File: config.mk
export PLATFORM = sky130hd
export DESIGN_NAME = basics_top
export DESIGN_NICKNAME = d
export VERILOG_FILES = /design/src/rtl/basics_top.sv
export SDC_FILE = /design/constraint.sdc
export NUM_CORES = 1
export LEC_CHECK = 0
export CAP_MARGIN = 25
export CORE_AREA = 2 2 122 124
export DETAILED_ROUTE_END_ITERATION = 7
export DIE_AREA = 0 0 124 126
export PLACE_DENSITY = 0.5
export SYNTH_ARGS = -nofsm -noshare
export SYNTH_HDL_FRONTEND = slang
export SYNTH_SLANG_ARGS = --single-unit
File: constraint.sdc
create_clock -name CLOCK_50 -period 2.45 [get_ports CLOCK_50]
set_clock_uncertainty 0.15 [all_clocks]
set_input_delay 0.49 -clock CLOCK_50 [delete_from_list [all_inputs] [get_ports CLOCK_50]]
set_output_delay 0.49 -clock CLOCK_50 [all_outputs]
set_load 0.05 [all_outputs]
File: src/rtl/basics_top.sv
// Starter-board top: tick-paced LED counter / bouncing scanner, debounced mode button, peripherals parked idle.
// Inputs pass 2 sync stages; LED is registered 1 cycle after the pattern state; no flow control.
module basics_top #(
  parameter int TICK_DIV        = 25000000,
  parameter int DEBOUNCE_CYCLES = 500000
) (
  input  logic        CLOCK_50,
  input  logic [1:0]  KEY,
  input  logic [3:0]  SW,
  output logic [7:0]  LED,
  output logic [12:0] DRAM_ADDR,
  output logic [1:0]  DRAM_BA,
  output logic [1:0]  DRAM_DQM,
  output logic        DRAM_CAS_N,
  output logic        DRAM_RAS_N,
  output logic        DRAM_WE_N,
  output logic        DRAM_CS_N,
  output logic        DRAM_CKE,
  output logic        DRAM_CLK,
  inout  wire  [15:0] DRAM_DQ,
  output logic        EPCS_ASDO,
  output logic        EPCS_DCLK,
  output logic        EPCS_NCSO,
  input  logic        EPCS_DATA0,
  output logic        G_SENSOR_CS_N,
  input  logic        G_SENSOR_INT,
  output logic        I2C_SCLK,
  inout  wire         I2C_SDAT,
  output logic        ADC_CS_N,
  output logic        ADC_SADDR,
  output logic        ADC_SCLK,
  input  logic        ADC_SDAT,
  inout  wire  [12:0] GPIO_2,
  input  logic [2:0]  GPIO_2_IN
);

  localparam int PW = $clog2(TICK_DIV);
  localparam int DW = $clog2(DEBOUNCE_CYCLES);
  localparam logic [PW-1:0] TICK_LAST = PW'(TICK_DIV - 1);
  localparam logic [DW-1:0] DB_LAST   = DW'(DEBOUNCE_CYCLES - 1);

  logic rst_n;
  assign rst_n = KEY[0];

  logic [PW-1:0] presc_q, presc_d;
  logic [2:0]    sw_s1_q, sw_s1_d, sw_s2_q, sw_s2_d;
  logic          btn_s1_q, btn_s1_d, btn_s2_q, btn_s2_d;
  logic          db_q, db_d;
  logic [DW-1:0] db_cnt_q, db_cnt_d;
  logic          mode_q, mode_d;
  logic [7:0]    cnt_q, cnt_d;
  logic [2:0]    pos_q, pos_d;
  logic          dir_q, dir_d;   // 0 = walking up, 1 = walking down
  logic [7:0]    led_q, led_d;
  logic          tick, press;
  logic [7:0]    disp;

  always_comb begin
    presc_d  = presc_q + 1'b1;
    tick     = 1'b0;
    if (presc_q == TICK_LAST) begin
      tick    = 1'b1;
      presc_d = '0;
    end

    sw_s1_d  = SW[2:0];
    sw_s2_d  = sw_s1_q;
    btn_s1_d = KEY[1];
    btn_s2_d = btn_s1_q;

    // Any sample matching the accepted state restarts the stability window.
    db_d     = db_q;
    db_cnt_d = '0;
    if (btn_s2_q != db_q) begin
      if (db_cnt_q == DB_LAST) begin
        db_d = btn_s2_q;
      end else begin
        db_cnt_d = db_cnt_q + 1'b1;
      end
    end
    press = db_q & ~db_d;

    mode_d = mode_q;
    cnt_d  = cnt_q;
    pos_d  = pos_q;
    dir_d  = dir_q;
    if (press) begin
      // A tick landing with the press is dropped; the new mode starts clean.
      mode_d = ~mode_q;
      if (mode_q) begin
        cnt_d = '0;
      end else begin
        pos_d = '0;
        dir_d = 1'b0;
      end
    end else if (tick && !sw_s2_q[0]) begin
      if (!mode_q) begin
        cnt_d = sw_s2_q[2] ? cnt_q - 8'd1 : cnt_q + 8'd1;
      end else if (!dir_q) begin
        if (pos_q == 3'd7) begin
          dir_d = 1'b1;
          pos_d = 3'd6;
        end else begin
          pos_d = pos_q + 3'd1;
        end
      end else begin
        if (pos_q == 3'd0) begin
          dir_d = 1'b0;
          pos_d = 3'd1;
        end else begin
          pos_d = pos_q - 3'd1;
        end
      end
    end

    disp  = mode_q ? (8'd1 << pos_q) : cnt_q;
    led_d = disp ^ {8{sw_s2_q[1]}};
  end

  always_ff @(posedge CLOCK_50 or negedge rst_n) begin
    if (!rst_n) begin
      presc_q  <= '0;
      sw_s1_q  <= '0;
      sw_s2_q  <= '0;
      btn_s1_q <= 1'b1;
      btn_s2_q <= 1'b1;
      db_q     <= 1'b1;
      db_cnt_q <= '0;
      mode_q   <= 1'b0;
      cnt_q    <= '0;
      pos_q    <= '0;
      dir_q    <= 1'b0;
      led_q    <= '0;
    end else begin
      presc_q  <= presc_d;
      sw_s1_q  <= sw_s1_d;
      sw_s2_q  <= sw_s2_d;
      btn_s1_q <= btn_s1_d;
      btn_s2_q <= btn_s2_d;
      db_q     <= db_d;
      db_cnt_q <= db_cnt_d;
      mode_q   <= mode_d;
      cnt_q    <= cnt_d;
      pos_q    <= pos_d;
      dir_q    <= dir_d;
      led_q    <= led_d;
    end
  end

  assign LED = led_q;

  assign DRAM_ADDR     = '0;
  assign DRAM_BA       = '0;
  assign DRAM_DQM      = 2'b11;
  assign DRAM_CAS_N    = 1'b1;
  assign DRAM_RAS_N    = 1'b1;
  assign DRAM_WE_N     = 1'b1;
  assign DRAM_CS_N     = 1'b1;
  assign DRAM_CKE      = 1'b0;
  assign DRAM_CLK      = 1'b0;
  assign DRAM_DQ       = 16'bz;
  assign EPCS_ASDO     = 1'b0;
  assign EPCS_DCLK     = 1'b0;
  assign EPCS_NCSO     = 1'b1;
  assign G_SENSOR_CS_N = 1'b1;
  assign I2C_SCLK      = 1'b1;
  assign I2C_SDAT      = 1'bz;
  assign ADC_CS_N      = 1'b1;
  assign ADC_SADDR     = 1'b0;
  assign ADC_SCLK      = 1'b1;
  assign GPIO_2        = 13'bz;

  logic unused_inputs;
  assign unused_inputs = ^{EPCS_DATA0, G_SENSOR_INT, ADC_SDAT, GPIO_2_IN, SW[3]};

endmodule

### After elaboration in Yosys (flattened, before gate mapping)

Cells that the tools add are included.

* $add $sub $neg: 6
* eq/ne operators: 7
* shift operators: 1
* mux-type cells: 26
* bitwise logic cells: 4
* reduce and logical (&&, ||, !) cells: 7

Operators with widths (count)
* 8-bit 2-to-1 mux: 6
* 19-bit 2-to-1 mux: 2
* 25-bit by 1-bit adder with 25-bit output, second input constant: 1
* 25-bit equality test, second input constant: 1
* 25-bit 2-to-1 mux: 1
* 3-bit 2-to-1 mux: 7
* 19-bit by 1-bit adder with 19-bit output, second input constant: 1
* 19-bit equality test, second input constant: 1
* 1-bit 2-to-1 mux: 10
* 8-bit by 1-bit adder with 8-bit output, second input constant: 1
* 1-bit by 3-bit << shifter with 8-bit output, first input constant: 1
* 8-bit by 1-bit subtractor with 8-bit output, second input constant: 1
* 8-bit bitwise XOR: 1
* 3-bit AND reduction: 2
* 2-bit != test, second input constant: 2
* 2-bit nonzero test: 2
* 3-bit by 1-bit adder with 3-bit output, second input constant: 1
* 3-bit equality test, second input constant: 1
* 3-bit zero test: 1
* 3-bit by 1-bit subtractor with 3-bit output, second input constant: 1
* 2-bit by 1-bit != test with 1-bit output, second input constant: 1
* 1-bit NOT: 2
* 1-bit bitwise AND: 1
* 1-bit logical AND: 1
* 2 further kinds: 2

* register bits: 74
* output and inout bits: 69

### Depth between registers and ports, before layout

Gate-level depths: netlist (run 1).

* word-level depth: 7
* gate-level depth with buffers: 9
* depth with buffers taken out: 9

### Worst setup path after synthesis (run 1)

No wires, ideal clock.

* kind: register to register
* from: register db_cnt_q[9]
* to: register cnt_q[0]
* arrival time: 2.193 ns
* data required time: 2.175 ns
* path slack: -0.018 ns
* cell stages (with the launch flop): 10
* path buffers: 0
* clock period less this slack: 2.468 ns
* cells stage by stage: dfrtp_1 -> nor4bb_1 -> nand4_1 -> nor3b_4 -> inv_1 -> ha_1 -> nor2_1 -> o21ai_1 -> nand2_1 -> o21ai_1

* cells in the longest elaborated chain, start to end: 7
* elaborated cells between the ends (all ways): 10
* classes of those cells: 3 x eq/ne; 3 x mux; 2 x bitwise; 2 x reduce/logical

Ends and longest elaborated chain
* start, declared: line 49 `logic [DW-1:0] db_cnt_q, db_cnt_d;`
* start signal, assigned: line 141 `db_cnt_q <= db_cnt_d;`
* 19-bit equality test (*): line 75 `if (db_cnt_q == DB_LAST) begin`
* 1-bit 2-to-1 mux (*): line 75
* 1-bit 2-to-1 mux (*): line 74 `if (btn_s2_q != db_q) begin`
* 1-bit NOT (*): line 81 `press = db_q & ~db_d;`
* 1-bit bitwise AND (*): line 81
* 2-bit by 1-bit != test with 1-bit output (no line) (tied with other cells)
* 3-bit AND reduction (no line)
* end signal, assigned: line 143 `cnt_q <= cnt_d;`
* end, declared: line 51 `logic [7:0] cnt_q, cnt_d;`

Mark *: on every way between the ends. The rest lies on a longest branch, timed or not.
A chain may end at the register's enable or synchronous reset.

### Worst setup path after layout (run 1)

* from: register db_cnt_q[7]
* to: register pos_q[0]

* cells in the longest elaborated chain, start to end: 7
* elaborated cells between the ends (all ways): 10
* classes of those cells: 2 x eq/ne; 3 x mux; 2 x bitwise; 3 x reduce/logical

Ends and longest elaborated chain
* 19-bit equality test (*): line 75
* 1-bit 2-to-1 mux (*): line 75
* 1-bit 2-to-1 mux (*): line 74
* 1-bit NOT (*): line 81
* 1-bit bitwise AND (*): line 81
* 2-bit != test (no line) or 2-bit nonzero test (tied branches)
* 3-bit AND reduction (no line)
* end signal, assigned: line 144 `pos_q <= pos_d;`
* end, declared: line 52 `logic [2:0] pos_q, pos_d;`

Marks and branches as above.

==> results of run 1 <==
## repair_timing
item	CTS	global route
endpoints found under the hold margin	31	0
resized for setup	1	4
pin swaps	0	2
hold buffers	1	0
setup endpoints to repair	7	12
buffers inserted	0	1
## worst reg2reg max path, delay by kind of cell (launching register included)
kind            cells  cell delay (ns)
simple gates        4             1.03
flops               1             0.38
fa+ha+maj           1             0.28
compound gates      1             0.22
buf+inv             1             0.16
## kinds of logic (layout without fill, tap and decap cells)
| logic type | Yosys count | count (layout) |
|---|---|---|
| AND/OR/NAND/NOR | 159 | 159 |
| buffers and inverters | 77 | 64 |
| flip-flops | 74 | 74 |
| XOR/XNOR | 50 | 50 |
| AO/OA/AOI/OAI | 46 | 46 |
| adder cells (fa/ha/maj) | 18 | 18 |
| multiplexers | 3 | 3 |
| other | 2 | 61 |
## area by class of cell
| type | instances | share of cell area |
|---|---|---|
| multi-input cells | 337 | 0.4278 |
| flip-flops and latches | 74 | 0.3783 |
| repair buffers | 37 | 0.06658 |
| clock buffers | 10 | 0.04872 |
| well taps | 184 | 0.04694 |
| clock inverters | 6 | 0.02321 |
| inverters | 11 | 0.008418 |
## cell usage in the layout (no fill, tap or decap), drive strengths merged, types with 13 or more instances in the layout
master  count
dfrtp      71
conb       61
nor2       52
nand2      34
xnor2      26
xor2       24
buf        24
o21ai      19
ha         17
nand3      16
nand4      13
## state kept, by name, summed over array words and instances (netlist names)
name      count
presc_q      25
db_cnt_q     19
LED           8
cnt_q         8
pos_q         3
sw_s1_q       3
sw_s2_q       3
btn_s1_q      1
btn_s2_q      1
db_q          1
dir_q         1
mode_q        1
## where the power goes
part | total [mW] | switching (mW) | internal, mW
Combinational | 0.312 | 0.274 | 0.0386
Sequential | 1.26 | 0.0144 | 1.24
Clock | 1.56 | 0.535 | 1.02
Total | 3.13 | 0.823 | 2.30
## worst min-delay path by stage
| stage | startpoint | to | slack (ns) | depth (start not counted) |
|---|---|---|---|---|
| 3_3_place_gp | sw_s1_q[0]$_DFF_PN0_ | sw_s2_q[0]$_DFF_PN0_ | 0.19 | 0 |
| 6_report | sw_s1_q[0]$_DFF_PN0_ | sw_s2_q[0]$_DFF_PN0_ | 0.20 | 0 |
| 3_5_place_dp | sw_s1_q[0]$_DFF_PN0_ | sw_s2_q[0]$_DFF_PN0_ | 0.18 | 0 |
| 2_1_floorplan | KEY[0] | LED[0]$_DFF_PN0_ | 0.04 | 0 |
| 5_1_grt | sw_s1_q[0]$_DFF_PN0_ | sw_s2_q[0]$_DFF_PN0_ | 0.20 | 0 |
| 4_1_cts | sw_s1_q[0]$_DFF_PN0_ | sw_s2_q[0]$_DFF_PN0_ | 0.20 | 0 |
## per-stage QoR
| stage | util | instances | TNS (ns) | setup slack, ns | power, mW |
|---|---|---|---|---|---|
| 2_1_floorplan | - | 488 | 0 | 0.03838 | 1.607 |
| 6_report | 0.3427 | 659 | 0 | 0.1232 | 3.127 |
| 5_1_grt | 0.3427 | 659 | 0 | 0.004919 | 3.253 |
| 3_5_place_dp | 0.3150 | 641 | -0.004792 | -0.004792 | 1.591 |
| 3_3_place_gp | 0.3150 | 641 | 0 | 0.03243 | 1.588 |
| 4_1_cts | 0.3406 | 658 | 0 | 0.04398 | 3.173 |
## per-layer routing
metal	part of all wire	track usage
met1	0.47	0.1394
met4	0.021	0.05354
met2	0.47	0.1606
met5	0	0
met3	0.038	0.02446
==> impl_metrics.yaml, run 1 <==
run_status:
  run_status: "completed"
synth:
  synth_seq_area_share: 0.4386
  synthTopCellsByCount: "dfrtp_1 (71), buf_4 (61), nor2_1 (52), nand2_1 (34), xnor2_1 (26)"
  syn_avg_cell_area_um2: 9.861
  synth_cell_types: 51
  synth-simple-area-share: 0.2050
  synth_xor_xnor_area_share: 0.1035
  synthCells: 429
  yosys-top-cells-area: "dfrtp_1 (42%), buf_4 (11%), xnor2_1 (5.4%)"
  synth_top_area_frac: 0.4200
  ys_warn_count: 0
  synth_mux_area_frac: 0.007394
  synth-seq-cells: 74
  synth_ff_type: "dfrtp_1"
  synth_top_family_by_area: "simple AND/OR/NAND/NOR gates"
  synthAdderAreaFrac: 0.05501
  syn_area_um2: 4230
  synthArstFlopShare: 1.000
  yosysMostFrequentCell: "dfrtp_1"
  synth_edf_count: 0
  synth-compound-area-share: 0.06537
  yosys.area.top_type: "dfrtp_1"
hold_path:
  min_path_type: "reg2reg"
timing:
  hold-worst-slack_ns: 0.1985
  setup_violations: 0
  hold_violations: 0
  fmax_ghz: 0.4298
  slew_violations: 0
  worst_pin_slew_ns: 0.5174
  period_share: 0.9497
  rsz0062_at_grt: "false"
  finalCriticalPeriod_ns: 2.327
  slew_headroom: 0.6550
global_routing:
  grt_overflow: 0
  grt_first_pass_wirelength_um: 12900
  grt_max_degree: 39
  grt_usage: 0.1055
  grt_pass1_vias: 2603
  antenna_found_initial: 0
cts:
  clkLatencyLatePin_ns: 0.34
  htree_levels: 3
  cts-root-buf: "clkbuf_16"
  cts_tree: "built"
  clock-sinks: 74
  clk_pin_slew_ns: 0.06
  cts_buffers: 9
  cts_max_path_buffers: 2
critical_path:
  cp.buffers_inverters: 1
  cp_num_cells: 7
  slowest_stage: "dfrtp_1"
  worstPathArrival_ns: 2.42
  rrSetupSlack_ns: 0.12
  crit_family: "simple AND/OR/NAND/NOR gates"
  crit_type: "reg2reg"
  crit_chain: "nor4bb_1 -> nand4_1 -> nor3b_4 -> buf_6 -> ha_1 -> nand3b_1 -> o31ai_1"
  crit_path_end_kind: "flop"
  r2r-end: "pos_q[0]$_DFFE_PN0P_"
  cp-start-kind: "flop"
  r2r.worst_path.cells: 7
  path_max_fanout: 8
  worstPathRequired_ns: 2.54
  worstSetupStartpoint: "db_cnt_q[7]$_DFF_PN0_"
  critical_path.endpoint: "pos_q[0]$_DFFE_PN0P_"
  reg2reg_from: "db_cnt_q[7]$_DFF_PN0_"
  cp_slowest_stage_delay_ns: 0.38
finish:
  area_growth_pct: 15.94
  drive_above_1_share: 0.1242
  seq_area_um2: 1856
  antenna_cells: 0
  fill_cells: 1463
  multiInputGateArea_um2: 2098
  final_nets: 501
  final_cell_area_um2: 4905
placement:
  place_area_um2: 4509
  dp_hpwl_um: 5432
  io_buffers: 13
  place_congestion: 0.7798
floorplan:
  die_w_um: 124
  die_y_um: 126
  num_rows: 44
  start_util: 0.2955
  ios: 82
  coreArea_um2: 14310
  fp.dieArea_um2: 15620
detailed_routing:
  viasPerCell: 4.370
  vias: 2880
  drtIter0Drc: 134
  drc: 0
  dr.pass1.iters: 4
  routedWlPerCell_um: 11.72
  ant_nets: 0
  drt-total-wl_um: 7726
flow_run:
  maxCapViolations: 0
pwr:
  power_leakage_nw: 2.232
  ir_drop_mv: 0.2502
  powerDensity_nw_per_um2: 637.5
Note: power is estimated with default switching activity, not from simulation.
==> run 2, diff against run 1 <==
CORE_AREA = 2 2 100 151   (was 2 2 122 124)
DIE_AREA = 0 0 102 153   (was 0 0 124 126)
PLACE_DENSITY = 0.48   (was 0.5)
clock period = 2.82 ns   (was 2.45 ns; I/O delays follow)
==> run 2 against run 1 <==
- register-to-register slack improved by 0.19 ns
- core utilization decreased by 1.3 points
- die area is 0.12% lower
- wire length up 0.26%
- critical endpoint is now cnt_q[7]$_DFFE_PN0P_
- largest power group unchanged
==> impl_metrics.yaml, run 2 (same netlist as run 1, synthesis figures left out) <==
critical_path:
  crit_path_end_kind: "flop"
  crit_type: "reg2reg"
  cp-start-kind: "flop"
  r2r.worst_path.cells: 10
  r2r-end: "cnt_q[7]$_DFFE_PN0P_"
  worstPathRequired_ns: 2.88
  worstPathArrival_ns: 2.57
  rrSetupSlack_ns: 0.31
  reg2reg_from: "db_cnt_q[6]$_DFF_PN0_"
  path_max_fanout: 4
finish:
  largest_register: "presc_q"
  final_common_cell: "dfrtp_1"
  fin_cells: 657
  antenna_cells: 0
  drive_above_1_share: 0.08894
  final_nets: 487
  reg_top3: "presc_q: 25 flops, db_cnt_q: 19 flops"
  largest_reg_flops: 25
  mostFrequentLayoutCells: "dfrtp_1 (71), conb_1 (61), nor2_1 (52), nand2_1 (34), xnor2_1 (26)"
  final_cell_area_um2: 4718
  area_growth_pct: 11.54
placement:
  place_congestion: 0.7418
  place_area_um2: 4404
  dp_cells: 639
  dp_hpwl_um: 5579
  io_buffers: 13
cts:
  clk_pin_slew_ns: 0.06
  htree_levels: 3
  cts_buffers: 9
  cts-root-buf: "clkbuf_16"
  clock-sinks: 74
  cts_resized: 0
  cts_tree: "built"
  clkLatencyLatePin_ns: 0.33
  ctsHoldBuffers: 0
  post-cts-setup-buffers: 0
  cts_max_path_buffers: 2
detailed_routing:
  dr.pass1.iters: 4
  vias: 2797
  drtIter0Drc: 83
  viasPerCell: 4.257
  routedWlPerCell_um: 11.79
  ant_nets: 0
  drt-total-wl_um: 7746
  drc: 0
global_routing:
  grt_usage: 0.1073
  grt_pass1_vias: 2785
  grt_overflow: 0
  antenna_found_initial: 0
  grt_first_pass_wirelength_um: 13390
  grt_max_degree: 74
timing:
  fmax_ghz: 0.3988
  setup_tns_ns: 0
  rsz0062_at_grt: "false"
  period_share: 0.8892
  hold-worst-slack_ns: 0.01844
  slew_violations: 0
  setup_violations: 0
  finalCriticalPeriod_ns: 2.508
  hold_violations: 0
  worst_pin_slew_ns: 0.6373
  slew_headroom: 0.5712
floorplan:
  die_y_um: 153
  num_rows: 54
  ios: 82
  die_w_um: 102
  start_util: 0.2953
  fp.dieArea_um2: 15610
  coreArea_um2: 14320
run_status:
  run_status: "completed"
pwr:
  ir_drop_mv: 0.2390
  powerDensity_nw_per_um2: 524.4
  power_leakage_nw: 2.129
flow_run:
  maxCapViolations: 0
hold_path:
  min_path_type: "in2async"
[run 2: cell count changes in the layout (fill, tap and decap cells not counted), sizes merged]
cell         change
buf             -13
bufinv           -2
clkinvlp         -1
dlygate4sd3      -1
clkinv           +3
[run 2: metrics by stage]
step                total power [mW]    util  setup WS, ns
floorplan                      1.396       -        0.3522
global placement               1.378  0.3075        0.2110
detailed placement             1.380  0.3075        0.2021
CTS                            2.508  0.3275        0.1887
global route                   2.577  0.3294       0.02726
finish                         2.474  0.3294        0.3123
[run 2: area by class of cell]
type | count | area [µm²]
Clock inverter | 6 | 57.56
Timing Repair Buffer | 23 | 215.2
Fill cell | 1473 | 9605
Multi-Input combinational cell | 337 | 2074
Clock buffer | 10 | 229.0
Inverter | 11 | 41.29
Sequential cell | 74 | 1856
Tap cell | 196 | 245.2
[run 2: where the power goes]
part / internal [mW] / total [mW] / switching, mW / leakage, nW
clock: 0.679 / 1.11 / 0.433 / 0.142
combinational: 0.0340 / 0.271 / 0.237 / 1.01
sequential: 1.08 / 1.09 / 0.0129 / 0.974
total: 1.79 / 2.47 / 0.683 / 2.13
[run 2: layer usage]
layer / GRT usage / share of wire / wire length [µm]
met3: 0.02058 / 0.034 / 267
met5: 0 / 0 / 0
met2: 0.1895 / 0.53 / 4127
met4: 0.05079 / 0.024 / 185
met1: 0.1212 / 0.41 / 3165
[run 2: worst max-delay path by stage]
stage,from,to,slack (ns)
final,db_cnt_q[6]$_DFF_PN0_,cnt_q[7]$_DFFE_PN0P_,0.31
after global routing,db_cnt_q[6]$_DFF_PN0_,cnt_q[4]$_DFFE_PN0P_,0.03
after CTS,db_cnt_q[6]$_DFF_PN0_,cnt_q[7]$_DFFE_PN0P_,0.19
after detailed placement,db_cnt_q[6]$_DFF_PN0_,cnt_q[7]$_DFFE_PN0P_,0.20
after global placement,db_cnt_q[6]$_DFF_PN0_,cnt_q[7]$_DFFE_PN0P_,0.21
after floorplan,db_cnt_q[9]$_DFF_PN0_,cnt_q[0]$_DFFE_PN0P_,0.35
[run 2: worst max-delay path: stages (launching register included)]
cell,delay [ns]
dfrtp_1,0.42
nor4bb_1,0.35
nand4_1,0.25
nor3b_4,0.26
inv_1,0.13
ha_1,0.21
nor2_1,0.14
buf_4,0.15
nand3b_1,0.07
o2111ai_1,0.20
nand2_1,0.07
==> run 3, diff against run 2 <==
MAX_ROUTING_LAYER = met4   (was not set)
==> run 3 against run 2 <==
- critical path depth unchanged
- worst hold slack hardly changed
- wire length about the same
- sequential power is essentially flat
- core utilization unchanged
- clock-buffer cell count is the same
- critical endpoint unchanged
==> impl_metrics.yaml, run 3 (same netlist as run 1, synthesis figures left out) <==
global_routing:
  grt_overflow: 0
  grt_pass1_vias: 2788
  antenna_found_initial: 0
  grt_max_degree: 74
  grt_usage: 0.1101
  grt_first_pass_wirelength_um: 13380
finish:
  seq_area_um2: 1856
  mostFrequentLayoutCells: "dfrtp_1 (71), conb_1 (61), nor2_1 (52), nand2_1 (34), xnor2_1 (26)"
  fill_cells: 1473
  multiInputGateArea_um2: 2074
  largest_register: "presc_q"
  final_nets: 487
  final_cell_area_um2: 4718
  drive_above_1_share: 0.08894
  final_common_cell: "dfrtp_1"
  area_growth_pct: 11.54
  antenna_cells: 0
  reg_top3: "presc_q: 25 flops, db_cnt_q: 19 flops"
  largest_reg_flops: 25
  fin_cells: 657
detailed_routing:
  vias: 2818
  drc: 0
  viasPerCell: 4.289
  drt-total-wl_um: 7753
  drtIter0Drc: 74
  dr.pass1.iters: 4
  routedWlPerCell_um: 11.80
  ant_nets: 0
cts:
  htree_levels: 3
  clock-sinks: 74
  clk_pin_slew_ns: 0.06
  cts_tree: "built"
  cts_max_path_buffers: 2
  cts-root-buf: "clkbuf_16"
  clkLatencyLatePin_ns: 0.33
  cts_buffers: 9
  ctsHoldBuffers: 0
placement:
  place_area_um2: 4404
  dp_hpwl_um: 5579
  dp_cells: 639
  io_buffers: 13
  place_congestion: 0.7511
timing:
  fmax_ghz: 0.4010
  slew_violations: 0
  hold-worst-slack_ns: 0.01809
  setup_tns_ns: 0
  rsz0062_at_grt: "false"
  period_share: 0.8844
  finalCriticalPeriod_ns: 2.494
  worst_pin_slew_ns: 0.6366
  slew_headroom: 0.5717
  hold_violations: 0
  setup_violations: 0
critical_path:
  crit_type: "reg2reg"
  crit_path_end_kind: "flop"
  cp-start-kind: "flop"
  path_max_fanout: 4
  worstPathRequired_ns: 2.88
  worstPathArrival_ns: 2.55
pwr:
  finalPower_mw: 2.472
  powerDensity_nw_per_um2: 523.9
  ir_drop_mv: 0.2397
  power_leakage_nw: 2.129
floorplan:
  start_util: 0.2953
  coreArea_um2: 14320
  num_rows: 54
  ios: 82
  fp.dieArea_um2: 15610
  die_y_um: 153
  die_w_um: 102
hold_path:
  min_path_type: "in2async"
flow_run:
  maxCapViolations: 0
run_status:
  run_status: "completed"
[run 3: cell counts in the layout (fill, tap and decap cells not counted)]
No cell type changed its count.
[run 3: repair_timing]
| action | in CTS | in global routing |
|---|---|---|
| gates resized for setup | 0 | 0 |
| buffers inserted | 0 | 1 |
| setup endpoints to repair | 0 | 8 |
| hold endpoints to repair | 0 | 0 |
[run 3: stage by stage]
stage / util / setup slack [ns]
floorplan: - / 0.3522
global placement: 0.3075 / 0.2110
detailed placement: 0.3075 / 0.2021
CTS: 0.3275 / 0.1887
global route: 0.3294 / 0.02726
finish: 0.3294 / 0.3261
[run 3: metal layers]
| layer | part of all wire | track usage | vias to the layer above |
|---|---|---|---|
| met5 | 0 | - | - |
| met4 | 0.026 | 0.05651 | 0 |
| met3 | 0.033 | 0.01509 | 14 |
| met2 | 0.54 | 0.1889 | 65 |
| met1 | 0.41 | 0.1220 | 1353 |
| li1 | - | - | 1386 |
[run 3: final timing paths]
kind | depth (start not counted) | slack, ns | endpoint | start
max | 10 | 0.33 | cnt_q[7]$_DFFE_PN0P_ | db_cnt_q[6]$_DFF_PN0_
min | 1 | 0.02 | sw_s1_q[1]$_DFF_PN0_ | KEY[0]
max reg2reg | 10 | 0.33 | cnt_q[7]$_DFFE_PN0P_ | db_cnt_q[6]$_DFF_PN0_
min reg2reg | 0 | 0.20 | sw_s2_q[0]$_DFF_PN0_ | sw_s1_q[0]$_DFF_PN0_
max in group asynchronous | 3 | 1.73 | db_q$_DFF_PN1_ | KEY[0]
min in group CLOCK_50 | 0 | 0.20 | sw_s2_q[0]$_DFF_PN0_ | sw_s1_q[0]$_DFF_PN0_
[run 3: critical path, stage by stage (launching register included)]
cell       delay (ns)
dfrtp_1          0.42
nor4bb_1         0.34
nand4_1          0.25
nor3b_4          0.26
inv_1            0.13
ha_1             0.21
nor2_1           0.14
buf_4            0.15
nand3b_1         0.07
o2111ai_1        0.20
nand2_1          0.07
[run 3: power by group]
| part | internal (mW) | switching, mW | leakage [nW] |
|---|---|---|---|
| registers | 1.08 | 0.0129 | 0.974 |
| logic | 0.0340 | 0.238 | 1.01 |
| clock network | 0.678 | 0.431 | 0.142 |
[run 3: area by class of cell]
type,count,area share
Timing Repair Buffer,23,0.04561
Clock buffer,10,0.04853
Clock inverter,6,0.01220
Multi-Input combinational cell,337,0.4397
Tap cell,196,0.05198
Inverter,11,0.008751
Sequential cell,74,0.3933
==> RTL edit, RTL diff (settings of run 3) <==
`DEBOUNCE_CYCLES`: 500000 -> 1000000.
--- a/src/rtl/basics_top.sv
+++ b/src/rtl/basics_top.sv
@@ -4,3 +4,3 @@
   parameter int TICK_DIV        = 25000000,
-  parameter int DEBOUNCE_CYCLES = 500000
+  parameter int DEBOUNCE_CYCLES = 1000000
 ) (
Check against the original RTL: same outputs for any inputs over 10 cycles, from zero or initial values; that may be too few to reach the edited logic, so the function may still have changed.
==> RTL edit against run 3 <==
Worst setup slack worse by 0.12 ns. Total power up 6.9%. Synthesized area grew 3.6%. Non-clock buffer count is the same. Count of clock-buffer cells in the layout unchanged. Sequential share of layout area down 0.78 points. Sequential cell count up 1. Routed wire length is 6.0% higher. Utilization increased by 1.1 points. Design area grew 3.4%. Largest cell class unchanged. Fmax is 4.6% lower. Synthesized cell count grew 2.6%. Largest power group unchanged.
==> RTL edit: results (changes against run 3) <==
stage,metric,value,unit,change
outcome,outcome,"finished, final reports clean",,
logic_synthesis,sequential fraction of the synthesis area,42.9,%,-0.94 points
cells_and_area,final net count,494,,+1.4%
placed_design,Placed Area,4550,sq um,+3.3%
timing,worst-margin pin slew,0.532,ns,-0.104 ns
drt,DRT Pass-1 Iters,4,,unchanged
global_routing,GRT Resource Usage Total,11.7,%,+0.70 points
clock_network,root buf cell,clkbuf_16,,
placed_design,hpwl dp,5910,microns,+6.0%
hold_path,Hold Path Class,in -> async,,
drt,Via density,4.42,,+2.9%
global_routing,first-pass GRT wire length,14000,microns,+4.3%
drt,Initial DRC Count,72,,-2.7%
global_routing,vias in the first global route,2929,,+5.1%
cells_and_area,Largest regs,"presc_q (25), db_cnt_q (20)",,
placed_design,GP Congestion,0.791,,+5.4%
setup_path,RR Startpoint,db_cnt_q[10],,
pwr,peak supply drop,0.244,mV,+1.9%
logic_synthesis,largest cells by area after synthesis,"dfrtp_1 41%, buf_4 10%, xnor2_1 6.2%",,
setup_path,critical path data arrival time,2.70,ns,+0.15 ns
pwr,P_leak,2.22,nW,+4.5%
logic_synthesis,post-synthesis cell type count,61,,+20%
global_routing,largest net degree at the start of global routing,41,,-45%
logic_synthesis,most frequent cells after synthesis,"72 x dfrtp_1, 61 x buf_4, 50 x nor2_1",,
drt,WL/cell,12.4,microns,+4.9%
==> RTL edit: changes by cell type in the layout (fill, tap and decap cells not counted), moves of 5 or more <==
cell     change
nand4_1      -5
o21ai_1      -7
nand3_1      +8
xnor2_1      +5
nand2_1     -14
o21ai_0      -6
a22o_1       +5
==> RTL edit: kinds of logic (layout without fill, tap and decap cells) <==
logic type / after synthesis / after routing / share of synthesized area (%)
AOI/OAI and AO/OA: 43 / 43 / 6.80
xor gates and xnor gates: 53 / 53 / 10.6
adders and majority gates: 18 / 18 / 5.31
buffers and inverters: 85 / 54 / 13.2
DFF: 75 / 75 / 42.9
muxes: 4 / 4 / 0.971
other: 2 / 61 / 0.171
and+or+nand+nor: 160 / 160 / 20.1
==> RTL edit: cell type report <==
type,count,area [sq um]
clock buffers,10,239
clock inverters,6,88.8
fillers,1477,9450
inverters,15,61.3
multi-input cells,339,2150
flip-flops and latches,75,1880
well taps,196,245
repair buffers,23,215
==> RTL edit: path summary, 6_finish.rpt <==
kind | slack (ns) | endpoint | cells past startpoint
max | 0.21 | cnt_q[7] | 10
min | 0.03 | cnt_q[6] | 1
max reg2reg | 0.21 | cnt_q[7] | 10
min reg2reg | 0.20 | sw_s2_q[2] | 0
max in group asynchronous | 1.90 | sw_s1_q[1] | 2
min in group CLOCK_50 | 0.20 | sw_s2_q[2] | 0
==> RTL edit: power by group through the flow <==
stage	registers [mW]	clock network (mW)	logic, mW
2_1_floorplan	1.14	0	0.273
3_5_place_dp	1.12	0	0.277
3_3_place_gp	1.12	0	0.275
4_1_cts	1.11	1.30	0.277
6_report	1.10	1.26	0.276
5_1_grt	1.11	1.35	0.293
==> RTL edit: worst max-delay path, cell delays in order, from the launching register on <==
cell and delay [ns]:
dfrtp_1 0.40, or4_4 0.55, nor2_4 0.13, and3_1 0.26
inv_6 0.06, ha_1 0.20, nor2_2 0.18, and2_1 0.15
o2111ai_1 0.10, o2111ai_1 0.11, a21bo_1 0.21
==> RTL edit: what timing repair did <==
action | 4_1_cts | 5_1_grt
gates resized for setup | 0 | 1
hold buffers | 0 | 0
endpoints found under the setup margin | 0 | 7
==> RTL edit: metal layers <==
layer | share of wire [%] | GRT usage (%)
met1 | 40 | 12.5
met2 | 53 | 20.1
met3 | 3.8 | 2.79
met4 | 2.3 | 5.52
met5 | 0 | -
==> RTL edit: through the flow <==
stage | cells | total power, mW | util [%] | setup WS, ns
final | 664 | 2.64 | 34.1 | 0.206
after global routing | 664 | 2.75 | 34.1 | 0.0487
after CTS | 664 | 2.68 | 34.0 | 0.105
after detailed placement | 648 | 1.40 | 31.8 | 0.124
after global placement | 648 | 1.40 | 31.8 | 0.105
after floorplan | 499 | 1.41 | - | 0.254
